[config.mk]
export PLATFORM = sky130hd
export DESIGN_NAME = key_int_ctrl
export DESIGN_NICKNAME = d
export VERILOG_FILES = /design/src/rtl/key_int_pkg.sv /design/src/rtl/key_debounce.sv /design/src/rtl/key_int_ctrl.sv
export SDC_FILE = /design/constraint.sdc
export NUM_CORES = 1
export LEC_CHECK = 0
export CORE_ASPECT_RATIO = 1.4
export CORE_MARGIN = 2
export CORE_UTILIZATION = 30
export CTS_BUF_LIST = sky130_fd_sc_hd__clkbuf_8
export CTS_CLUSTER_SIZE = 20
export DETAILED_ROUTE_END_ITERATION = 10
export SLEW_MARGIN = 20
export SYNTH_ARGS = -nofsm -noshare
export SYNTH_HDL_FRONTEND = slang
export SYNTH_SLANG_ARGS = --single-unit
[constraint.sdc]
create_clock -name clk -period 11.9 [get_ports clk]
set_input_delay 2.975 -clock clk [delete_from_list [all_inputs] [get_ports clk]]
set_output_delay 2.975 -clock clk [all_outputs]
set_load 0.1 [all_outputs]
[src/rtl/key_int_pkg.sv]
// rtl/key_int_pkg.sv - register map constants shared by the key interrupt controller
//
// Purpose: register select codes, CTRL bit positions and a key-mask helper.
// Ports: none (package).

package key_int_pkg;

    // Register select codes.
    // On the write side SEL_PEND addresses PEND_CLR (write-1-to-clear).
    localparam logic [1:0] SEL_CTRL  = 2'd0;
    localparam logic [1:0] SEL_PEND  = 2'd1;
    localparam logic [1:0] SEL_EN    = 2'd2;
    localparam logic [1:0] SEL_STATE = 2'd3;

    // CTRL bit positions
    localparam int CTRL_GIE    = 0;
    localparam int CTRL_REL_EN = 1;

    // Byte mask with the low n bits set; keeps unimplemented key bits at 0
    function automatic logic [7:0] key_mask(input int n);
        logic [7:0] m;
        m = '0;
        for (int i = 0; i < 8; i++) begin
            if (i < n) begin
                m[i] = 1'b1;
            end
        end
        return m;
    endfunction

endpackage

[src/rtl/key_debounce.sv]
// rtl/key_debounce.sv - two-flop synchroniser plus stable-level debounce for one key
//
// Purpose: accept a new key level only after it has differed from the current
//          stable level for DEBOUNCE_CYCLES consecutive cycles.
// Ports:
//   clk     in   system clock
//   rst     in   asynchronous active-high reset
//   raw     in   asynchronous raw key level
//   stable  out  debounced level

module key_debounce #(
    parameter int DEBOUNCE_CYCLES = 250000
) (
    input  logic clk,
    input  logic rst,
    input  logic raw,
    output logic stable
);

    localparam int CW = $clog2(DEBOUNCE_CYCLES);
    localparam logic [CW-1:0] CNT_LAST = CW'(DEBOUNCE_CYCLES - 1);

    logic          sync1_q;
    logic          sync2_q;
    logic          stable_q;
    logic          stable_d;
    logic [CW-1:0] cnt_q;
    logic [CW-1:0] cnt_d;

    // The counter never passes CNT_LAST: reaching it either commits the new
    // level or the mismatch has already ended, so it cannot wrap.
    always_comb begin
        stable_d = stable_q;
        cnt_d    = '0;
        if (sync2_q != stable_q) begin
            if (cnt_q == CNT_LAST) begin
                stable_d = sync2_q;
            end else begin
                cnt_d = cnt_q + CW'(1);
            end
        end
    end

    always_ff @(posedge clk or posedge rst) begin
        if (rst) begin
            sync1_q  <= 1'b0;
            sync2_q  <= 1'b0;
            stable_q <= 1'b0;
            cnt_q    <= '0;
        end else begin
            sync1_q  <= raw;
            sync2_q  <= sync1_q;
            stable_q <= stable_d;
            cnt_q    <= cnt_d;
        end
    end

    assign stable = stable_q;

endmodule

[src/rtl/key_int_ctrl.sv]
// rtl/key_int_ctrl.sv - memory-mapped key interrupt controller driving keyInt
//
// Purpose: debounce up to 8 keys, latch qualified press/release edges in
//          PENDING and pulse key_int once per newly pending key.
// Ports:
//   clk      in   system clock
//   rst      in   asynchronous active-high reset
//   keys_in  in   raw key levels, 1 = pressed
//   wr_en    in   write strobe
//   wr_sel   in   write select: CTRL, PEND_CLR, EN_MASK, reserved
//   wr_data  in   write data
//   rd_sel   in   read select: CTRL, PENDING, EN_MASK, KEY_STATE
//   rd_data  out  registered read data (1-cycle latency)
//   key_int  out  single-cycle interrupt pulse

module key_int_ctrl
    import key_int_pkg::*;
#(
    parameter int NUM_KEYS        = 8,
    parameter int DEBOUNCE_CYCLES = 250000
) (
    input  logic                clk,
    input  logic                rst,
    input  logic [NUM_KEYS-1:0] keys_in,
    input  logic                wr_en,
    input  logic [1:0]          wr_sel,
    input  logic [7:0]          wr_data,
    input  logic [1:0]          rd_sel,
    output logic [7:0]          rd_data,
    output logic                key_int
);

    localparam logic [7:0] KEY_MASK = key_mask(NUM_KEYS);

    logic [7:0] stable_w;
    logic [7:0] stable_prev_q;
    logic [1:0] ctrl_q,      ctrl_d;
    logic [7:0] en_q,        en_d;
    logic [7:0] pend_q,      pend_d;
    logic [7:0] pend_prev_q;
    logic [7:0] rd_data_q,   rd_data_d;
    logic       key_int_q,   key_int_d;
    logic [7:0] press_w;
    logic [7:0] release_w;
    logic [7:0] qual_w;

    // Unimplemented key positions are tied low so they never produce edges
    for (genvar gi = 0; gi < 8; gi++) begin : g_key
        if (gi < NUM_KEYS) begin : g_used
            key_debounce #(
                .DEBOUNCE_CYCLES(DEBOUNCE_CYCLES)
            ) u_debounce (
                .clk    (clk),
                .rst    (rst),
                .raw    (keys_in[gi]),
                .stable (stable_w[gi])
            );
        end else begin : g_unused
            assign stable_w[gi] = 1'b0;
        end
    end

    always_comb begin
        press_w   = stable_w & ~stable_prev_q;
        release_w = ~stable_w & stable_prev_q;
        qual_w    = en_q & (press_w | (release_w & {8{ctrl_q[CTRL_REL_EN]}}));

        ctrl_d = ctrl_q;
        en_d   = en_q;
        pend_d = pend_q;
        if (wr_en) begin
            case (wr_sel)
                SEL_CTRL: ctrl_d = wr_data[1:0];
                SEL_PEND: pend_d = pend_q & ~wr_data;
                SEL_EN:   en_d   = wr_data & KEY_MASK;
                default:  ;
            endcase
        end
        // Set after clear so a same-cycle edge wins over the clear
        pend_d = pend_d | qual_w;

        // Fires only on fresh 0->1 transitions seen one cycle earlier
        key_int_d = ctrl_q[CTRL_GIE] & (|(pend_q & ~pend_prev_q));

        // Reads sample pre-write register values
        case (rd_sel)
            SEL_CTRL: rd_data_d = {6'b0, ctrl_q};
            SEL_PEND: rd_data_d = pend_q;
            SEL_EN:   rd_data_d = en_q;
            default:  rd_data_d = stable_w;
        endcase
    end

    always_ff @(posedge clk or posedge rst) begin
        if (rst) begin
            stable_prev_q <= '0;
            ctrl_q        <= '0;
            en_q          <= '0;
            pend_q        <= '0;
            pend_prev_q   <= '0;
            rd_data_q     <= '0;
            key_int_q     <= 1'b0;
        end else begin
            stable_prev_q <= stable_w;
            ctrl_q        <= ctrl_d;
            en_q          <= en_d;
            pend_q        <= pend_d;
            pend_prev_q   <= pend_q;
            rd_data_q     <= rd_data_d;
            key_int_q     <= key_int_d;
        end
    end

    assign rd_data = rd_data_q;
    assign key_int = key_int_q;

endmodule

==> summary.txt, run 1 <==
Outcome
  • Outcome: finished clean

Drt
  • Routed len/inst: 14.14 um
  • ANT nets after route: 0
  • Initial DRC Count: 385
  • Routed WL: 19,600 um
  • DRT Pass-1 Iters: 4
  • Total number of vias: 6,776
  • DRC Markers: 0
  • Via-per-instance ratio: 4.889

Power
  • Switching power total: 0.0003568 W
  • Clk pwr share: 0.433
  • Sw frac: 0.2412
  • Gate power share: 0.058
  • Peak VDD IR: 50.70 uV
  • Pleak: 4.563 nW
  • Flop pwr share: 0.509
  • PD cells: 132.2 nW/um^2
  • Int Pwr: 0.001122 W

Global routing
  • Vias in the first global route: around 6.9k
  • Initial antenna violation count: 3
  • Largest net degree at the start of global routing: 127
  • Global-route wire length before repair: between 30,000 and 40,000 um
  • Global Route Usage Sum: 0.1195
  • Grt total ovfl: 0

Setup path
  • Crit Path Class: reg2out
  • CP bufs+invs: 1
  • CP Data Arrival Time: 2.06 ns
  • Largest stage delay, worst path: around 1.2 ns
  • CP max FO: 1
  • CP delay by family, top: buffers and inverters
  • Setup crit end kind: output port
  • Crit path cell chain: clkdlybuf4s50_1
  • Crit-path slowest cell: clkdlybuf4s50_1
  • Worst Path Required: 8.93 ns
  • CP startpoint kind: register

STA
  • Slew @ Worst Pin: about 1.0 ns
  • Fin Setup TNS: 0 ns
  • Fmax: 0.1985 GHz
  • Final count of pins violating max slew: 0
  • Worst clock skew: 0.01464 ns
  • Min Tclk post-route: 5.039 ns
  • Crit share post-route: 0.4234
  • Final setup fails: 0
  • Slew margin rel.: 0.3148
  • Final hold violations: 0
  • RSZ-0062 raised after global routing: no

Logic synthesis
  • Synth Area in XOR/XNOR: 0.1086
  • Register bit total from synthesis: 211
  • Top-count cell post-synth: dfrtp_1
  • Synth area leaders: dfrtp_1, xnor2_1, nor2_1, xor2_1, nand3_1
  • Synth Area in Compound Gates: 0.05772
  • Area leader, netlist: dfrtp_1
  • Top cell type's share of synthesized area: 0.5413
  • Mapped Cells: 906
  • Top_reg_cell synth: dfrtp_1
  • Post-Synth Adder-Cell Area: 0.01026
  • Synthesized Nets: about 940
  • Syn Area/Cell: about 11 um^2
  • Synth Area in Simple Gates: 0.2219
  • Mux cell area share after synthesis: 0.03335
  • Most frequent cells after synthesis: dfrtp_1, nor2_1, xnor2_1
  • Seq/Total Area, Yosys: 0.5413
  • EDFF count, synth: 0
  • Fraction of synthesis flops using an asynchronous set or reset pin: 1.000
  • Yosys warnings: 0
  • Synth unique cells: 48
  • Mapped cell area: 9754 um^2
  • Main combinational cell family by area after synthesis: simple AND/OR/NAND/NOR gates

Floorplanning
  • Initial Util: 0.3029
  • Die Y: ~220 um
  • Core area: 32,210 um^2
  • Die area: 33,990 um^2
  • Ports: 32
  • Die width: 156.4 um
  • Floorplan row count: 78

Final layout
  • Area Overhead vs Synth: 14.71%
  • # fillers: 3,257
  • Nets: 994
  • Share of cells above drive strength 1: 0.1014
  • ANT cells: 0
  • Post-layout util: 0.3474

CTS
  • CTS Hold Bufs: 0
  • Htree depth: 2
  • Number of buffers created by CTS: 35
  • Clk Latency, worst-skew pair: 0.51 ns
  • CTS tree: done
  • Clock buffer depth: 3
  • Root Buffer: clkbuf_8
  • Post-CTS Resized: 0
  • Clk slew on worst S/H paths: 0.06 ns
  • Post-CTS Setup Bufs: 0
  • CTS sink count: 211

Placed design
  • DPL Wire Length: approximately 13,000 um
  • RePlAce Congestion: between 0.8 and 0.9
  • IO Port Bufs: 31

Flow run
  • Total of max-cap violations: 0

Min path
  • Worst Hold Class: reg2reg
## state kept, by name, summed over array words and instances, names as in the netlist
signal and cells:
key_int 1, stable_prev_q 8, g_key.g_used.u_debounce.sync1_q 8, rd_data 8
g_key.g_used.u_debounce.stable 8, g_key.g_used.u_debounce.cnt_q 144, pend_q 8, pend_prev_q 8
g_key.g_used.u_debounce.sync2_q 8, ctrl_q 2, en_q 8
## area by class of cell
class | count | area, um^2 | share of cell area
clock inverters | 19 | 130.1 | 0.01163
multi-input cells | 638 | 4213 | 0.3765
flip-flops and latches | 211 | 5280 | 0.4719
inverters | 44 | 172.7 | 0.01543
clock buffers | 41 | 564.3 | 0.05043
well taps | 400 | 500.5 | 0.04473
repair buffers | 33 | 329.1 | 0.02941
## path summary, 6_finish.rpt
path,startpoint,endpoint,slack [ns],cells after the start
setup / recovery,rd_data[5],rd_data[5],6.86,1
hold / removal,g_key[7].g_used.u_debounce.sync1_q,g_key[7].g_used.u_debounce.sync2_q,0.34,0
setup reg to reg,g_key[4].g_used.u_debounce.cnt_q[11],g_key[4].g_used.u_debounce.cnt_q[3],9.64,4
hold reg to reg,g_key[7].g_used.u_debounce.sync1_q,g_key[7].g_used.u_debounce.sync2_q,0.34,0
max in group asynchronous,rst,g_key[0].g_used.u_debounce.sync2_q,7.57,3
min in group asynchronous,rst,g_key[3].g_used.u_debounce.cnt_q[3],3.02,2
## per-stage QoR
step           cells  hold WS, ns  total power [W]  worst slack, ns  cell area, um^2
2_1_floorplan    906       0.3312        0.0008241            3.159             9754
3_3_place_gp    1326       0.3351        0.0008519            6.579            10490
3_5_place_dp    1326       0.3347        0.0008541            6.556            10490
4_1_cts         1386       0.3452         0.001504            6.848            11190
5_1_grt         1386       0.3507         0.001549            6.825            11190
6_report        1386       0.3443         0.001479            6.861            11190
## power by group through the flow
stage / clock network [W] / logic, W / registers, W
after floorplan: 0 / 0.0000478 / 0.000776
after global placement: 0 / 0.0000870 / 0.000765
after detailed placement: 0 / 0.0000887 / 0.000765
after CTS: 0.000663 / 0.0000891 / 0.000752
after global routing: 0.000698 / 0.0000959 / 0.000754
final: 0.000640 / 0.0000865 / 0.000752
## kinds of logic after synthesis
kind of cell    after synthesis
compound gates               64
xor+xnor                    121
fa+ha+maj                     8
buf+inv                      57
flops                       211
mux                          27
simple gates                418
## layout by cell type, fill, tap and decap left out, types with 6 or more instances in the layout
master	instances
nand2_1	41
mux2_2	24
or4_1	11
o21ai_0	11
a22o_1	14
clkbuf_8	41
nand3_1	59
or3_1	6
nor4_1	43
o41ai_4	6
nand4_1	44
nor3_1	19
xnor2_1	85
ha_1	8
a21oi_1	14
dfrtp_1	211
o31ai_1	10
inv_1	55
clkdlybuf4s50_1	31
nor2_1	154
and4_1	7
xor2_1	36
## routing by layer
layer	part of all wire	global-route usage	wire (um)	vias to the layer above
met5	0.0019	0	38	-
met2	0.48	0.1991	9340	104
met1	0.46	0.1538	8980	3308
met3	0.037	0.02509	716	45
met4	0.027	0.04128	524	6
li1	-	-	-	3313
Note: power is estimated with default switching activity, not from simulation.
==> run 2, diff against run 1 <==
==> constraint.sdc (replaced) <==
create_clock -name clk -period 5.3 [get_ports clk]
set_input_delay 1.325 -clock clk [delete_from_list [all_inputs] [get_ports clk]]
set_output_delay 1.325 -clock clk [all_outputs]
set_load 0.1 [all_outputs]
==> run 2 against run 1 <==
Critical path depth is the same. First-iteration DRC count shrank 16%. Clock-buffer cell count grew 1. Core utilization grew 0.36 points. Via count grew 0.46%. Final area grew 1.0%. Worst hold slack gained 0.0029 ns. Non-clock buffer count grew 2. Sequential power grew 120%. Final cell count grew 0.58%. Register-to-register slack lost 6.6 ns. Sequential share of layout area shrank 0.49 points. Critical endpoint unchanged.
==> summary.txt, run 2 (synthesis gave the netlist of run 1 again) <==
STA
  • Fin Setup TNS: 0 ns (unchanged)
  • Final count of pins violating max slew: 0 (unchanged)
  • Crit share post-route: 0.6402
  • Min Tclk post-route: 3.393 ns
  • Final setup fails: 0 (unchanged)
  • RSZ-0062 raised after global routing: no
  • Slew @ Worst Pin: 0.9991 ns (-0.02526 ns)
  • Hold slack final: 0.3472 ns (+0.002916 ns)
  • Slew margin rel.: 0.3317 (+0.01690)
  • Worst clock skew: 0.01762 ns (+0.002990 ns)
  • Final hold violations: 0 (unchanged)
  • Final worst slack: 1.907 ns (-4.954 ns)
  • Fmax: 0.2947 GHz

Outcome
  • Outcome: finished clean

Min path
  • Hold EP: g_key[5].g_used.u_debounce.sync2_q
  • Hold Crit Start: g_key[5].g_used.u_debounce.sync1_q
  • Worst hold path depth: 0 (unchanged)
  • Worst Hold Class: reg2reg

Placed design
  • DPL Wire Length: 13,330 um (+2.1%)
  • IO Port Bufs: 31 (unchanged)
  • RePlAce Congestion: 0.7958 (-1.9%)
  • Area after DPL: 10,520 um^2 (+0.23%)
  • Pre-CTS setup slack: 2.260 ns (-4.296 ns)

Setup path
  • Worst Path Required: 3.97 ns (-4.96 ns)
  • CP bufs+invs: 1 (unchanged)
  • CP delay by family, top: buffers and inverters
  • Worst reg2reg startpoint: g_key[0].g_used.u_debounce.cnt_q[10]
  • R2r endpoint: g_key[0].g_used.u_debounce.cnt_q[9]
  • CP startpoint kind: register
  • Worst Reg-to-Reg Cells: 4 (unchanged)
  • CP max FO: 1 (unchanged)
  • R2r setup slk: 3.04 ns (-6.60 ns)
  • Crit path cell chain: clkdlybuf4s50_1
  • Setup crit end kind: output port
  • Largest stage delay, worst path: 1.15 ns (about the same)
  • Crit Path Class: reg2out
  • Crit-path slowest cell: clkdlybuf4s50_1
  • CP Data Arrival Time: 2.07 ns (about the same)

Drt
  • Met1 wire length: 8991 um (+0.12%)
  • WL met3: 740 um (+3.4%)
  • Met2 Wirelength: 9678 um (+3.6%)
  • DRC Markers: 0 (unchanged)
  • Routed WL: 19,950 um (+1.8%)
  • DRT Pass-1 Iters: 4 (unchanged)
  • Uppermost layer routed: met4
  • Via-per-instance ratio: 4.883 (-0.12%)
  • ANT nets after route: 0 (unchanged)
  • Initial DRC Count: 325 (-16%)
  • Routed len/inst: 14.31 um (+1.2%)
  • Total number of vias: 6,807 (+0.46%)

CTS
  • Number of buffers created by CTS: 37 (+5.7%)
  • CTS Hold Bufs: 0 (unchanged)
  • Post-CTS Setup Bufs: 0 (unchanged)
  • Htree depth: 2 (unchanged)
  • Clk slew on worst S/H paths: 0.07 ns (about the same)
  • Clk Latency, worst-skew pair: 0.53 ns (+0.02 ns)
  • Root Buffer: clkbuf_8
  • CTS tree: done
  • Post-CTS Resized: 0 (unchanged)
  • CTS sink count: 211 (unchanged)
  • Clock buffer depth: 3 (unchanged)

Global routing
  • Initial antenna violation count: 0 (-3)
  • Global Route Usage Sum: 0.1208 (+0.001260)
  • Largest net degree at the start of global routing: 125 (-1.6%)
  • Vias in the first global route: 6,910 (+0.38%)
  • Grt total ovfl: 0 (unchanged)
  • Global-route wire length before repair: 33,780 um (+0.55%)

Final layout
  • Largest Register: g_key.g_used.u_debounce.cnt_q
  • Max reg flops: 144 (unchanged)
  • # fillers: 3,254 (-0.092%)
  • Area Overhead vs Synth: 15.91%
  • Nets: 998 (+0.40%)
  • Share of cells above drive strength 1: 0.1107 (+0.009244)
  • Commonest cells after routing, fill and taps aside: dfrtp_1, nor2_1, xnor2_1
  • Commonest non-fill, non-tap cell in the layout: dfrtp_1
  • Post-layout util: 0.3510 (+0.003613)
  • Design area: 11,310 um^2 (+1.0%)
  • ANT cells: 0 (unchanged)

Floorplanning
  • Die area: 33,990 um^2 (unchanged)
  • Ports: 32 (unchanged)
  • Die Y: 217.4 um (unchanged)
  • Die width: 156.4 um (unchanged)
  • Floorplan row count: 78 (unchanged)
  • Core area: 32,210 um^2 (unchanged)
  • Initial Util: 0.3029 (unchanged)

Power
  • Pleak: 4.607 nW (+0.96%)
  • PD cells: 308.9 nW/um^2 (+130%)
  • Peak VDD IR: 150.0 uV (+200%)

Flow run
  • Total of max-cap violations: 0 (unchanged)
==> run 2: changes by cell type in the layout (fill, tap and decap cells not counted) <==
| cell | previous run | this run |
|---|---|---|
| buf_12 | 0 | 1 |
| buf_4 | 1 | 3 |
| buf_6 | 1 | 0 |
| bufinv_16 | 2 | 4 |
| clkbuf_8 | 41 | 42 |
| clkinv_2 | 5 | 8 |
| clkinvlp_4 | 0 | 3 |
| inv_1 | 55 | 53 |
| inv_8 | 1 | 0 |
==> run 2: worst max-delay path by stage <==
stage / from / end / slack (ns) / depth (start not counted)
2_1_floorplan: rst / ctrl_q[0] / 1.23 / 1
3_3_place_gp: rd_sel[0] / rd_data[3] / 2.34 / 3
3_5_place_dp: rd_sel[0] / rd_data[3] / 2.26 / 3
4_1_cts: rd_data[1] / rd_data[1] / 1.85 / 1
5_1_grt: rd_data[1] / rd_data[1] / 1.86 / 1
6_report: rd_data[5] / rd_data[5] / 1.91 / 1
==> run 2: area by class of cell <==
class / instances / area (um^2) / share of cell area
clock buffer: 42 / 578.1 / 0.05113
sequential: 211 / 5280 / 0.4670
clock inverter: 24 / 212.7 / 0.01881
timing repair buffer: 35 / 352.8 / 0.03121
inverter: 44 / 168.9 / 0.01494
multi-input combinational: 638 / 4213 / 0.3726
tap: 400 / 500.5 / 0.04427
==> run 2: routing by layer <==
metal	global-route usage	vias to the layer above
li1	-	3316
met1	0.1551	3346
met2	0.2013	106
met3	0.02111	39
met4	0.04893	0
met5	0	-
==> run 2: where the power goes <==
part	internal, W	switching, W
combinational	0.0000695	0.000125
sequential	0.00165	0.0000397
clock	0.000925	0.000681
==> run 2: per-stage QoR <==
stage / std cells / power [W]
after global placement: 1328 / 0.001916
after CTS: 1394 / 0.003556
after floorplan: 906 / 0.001851
after global routing: 1394 / 0.003658
after detailed placement: 1328 / 0.001920
final: 1394 / 0.003492
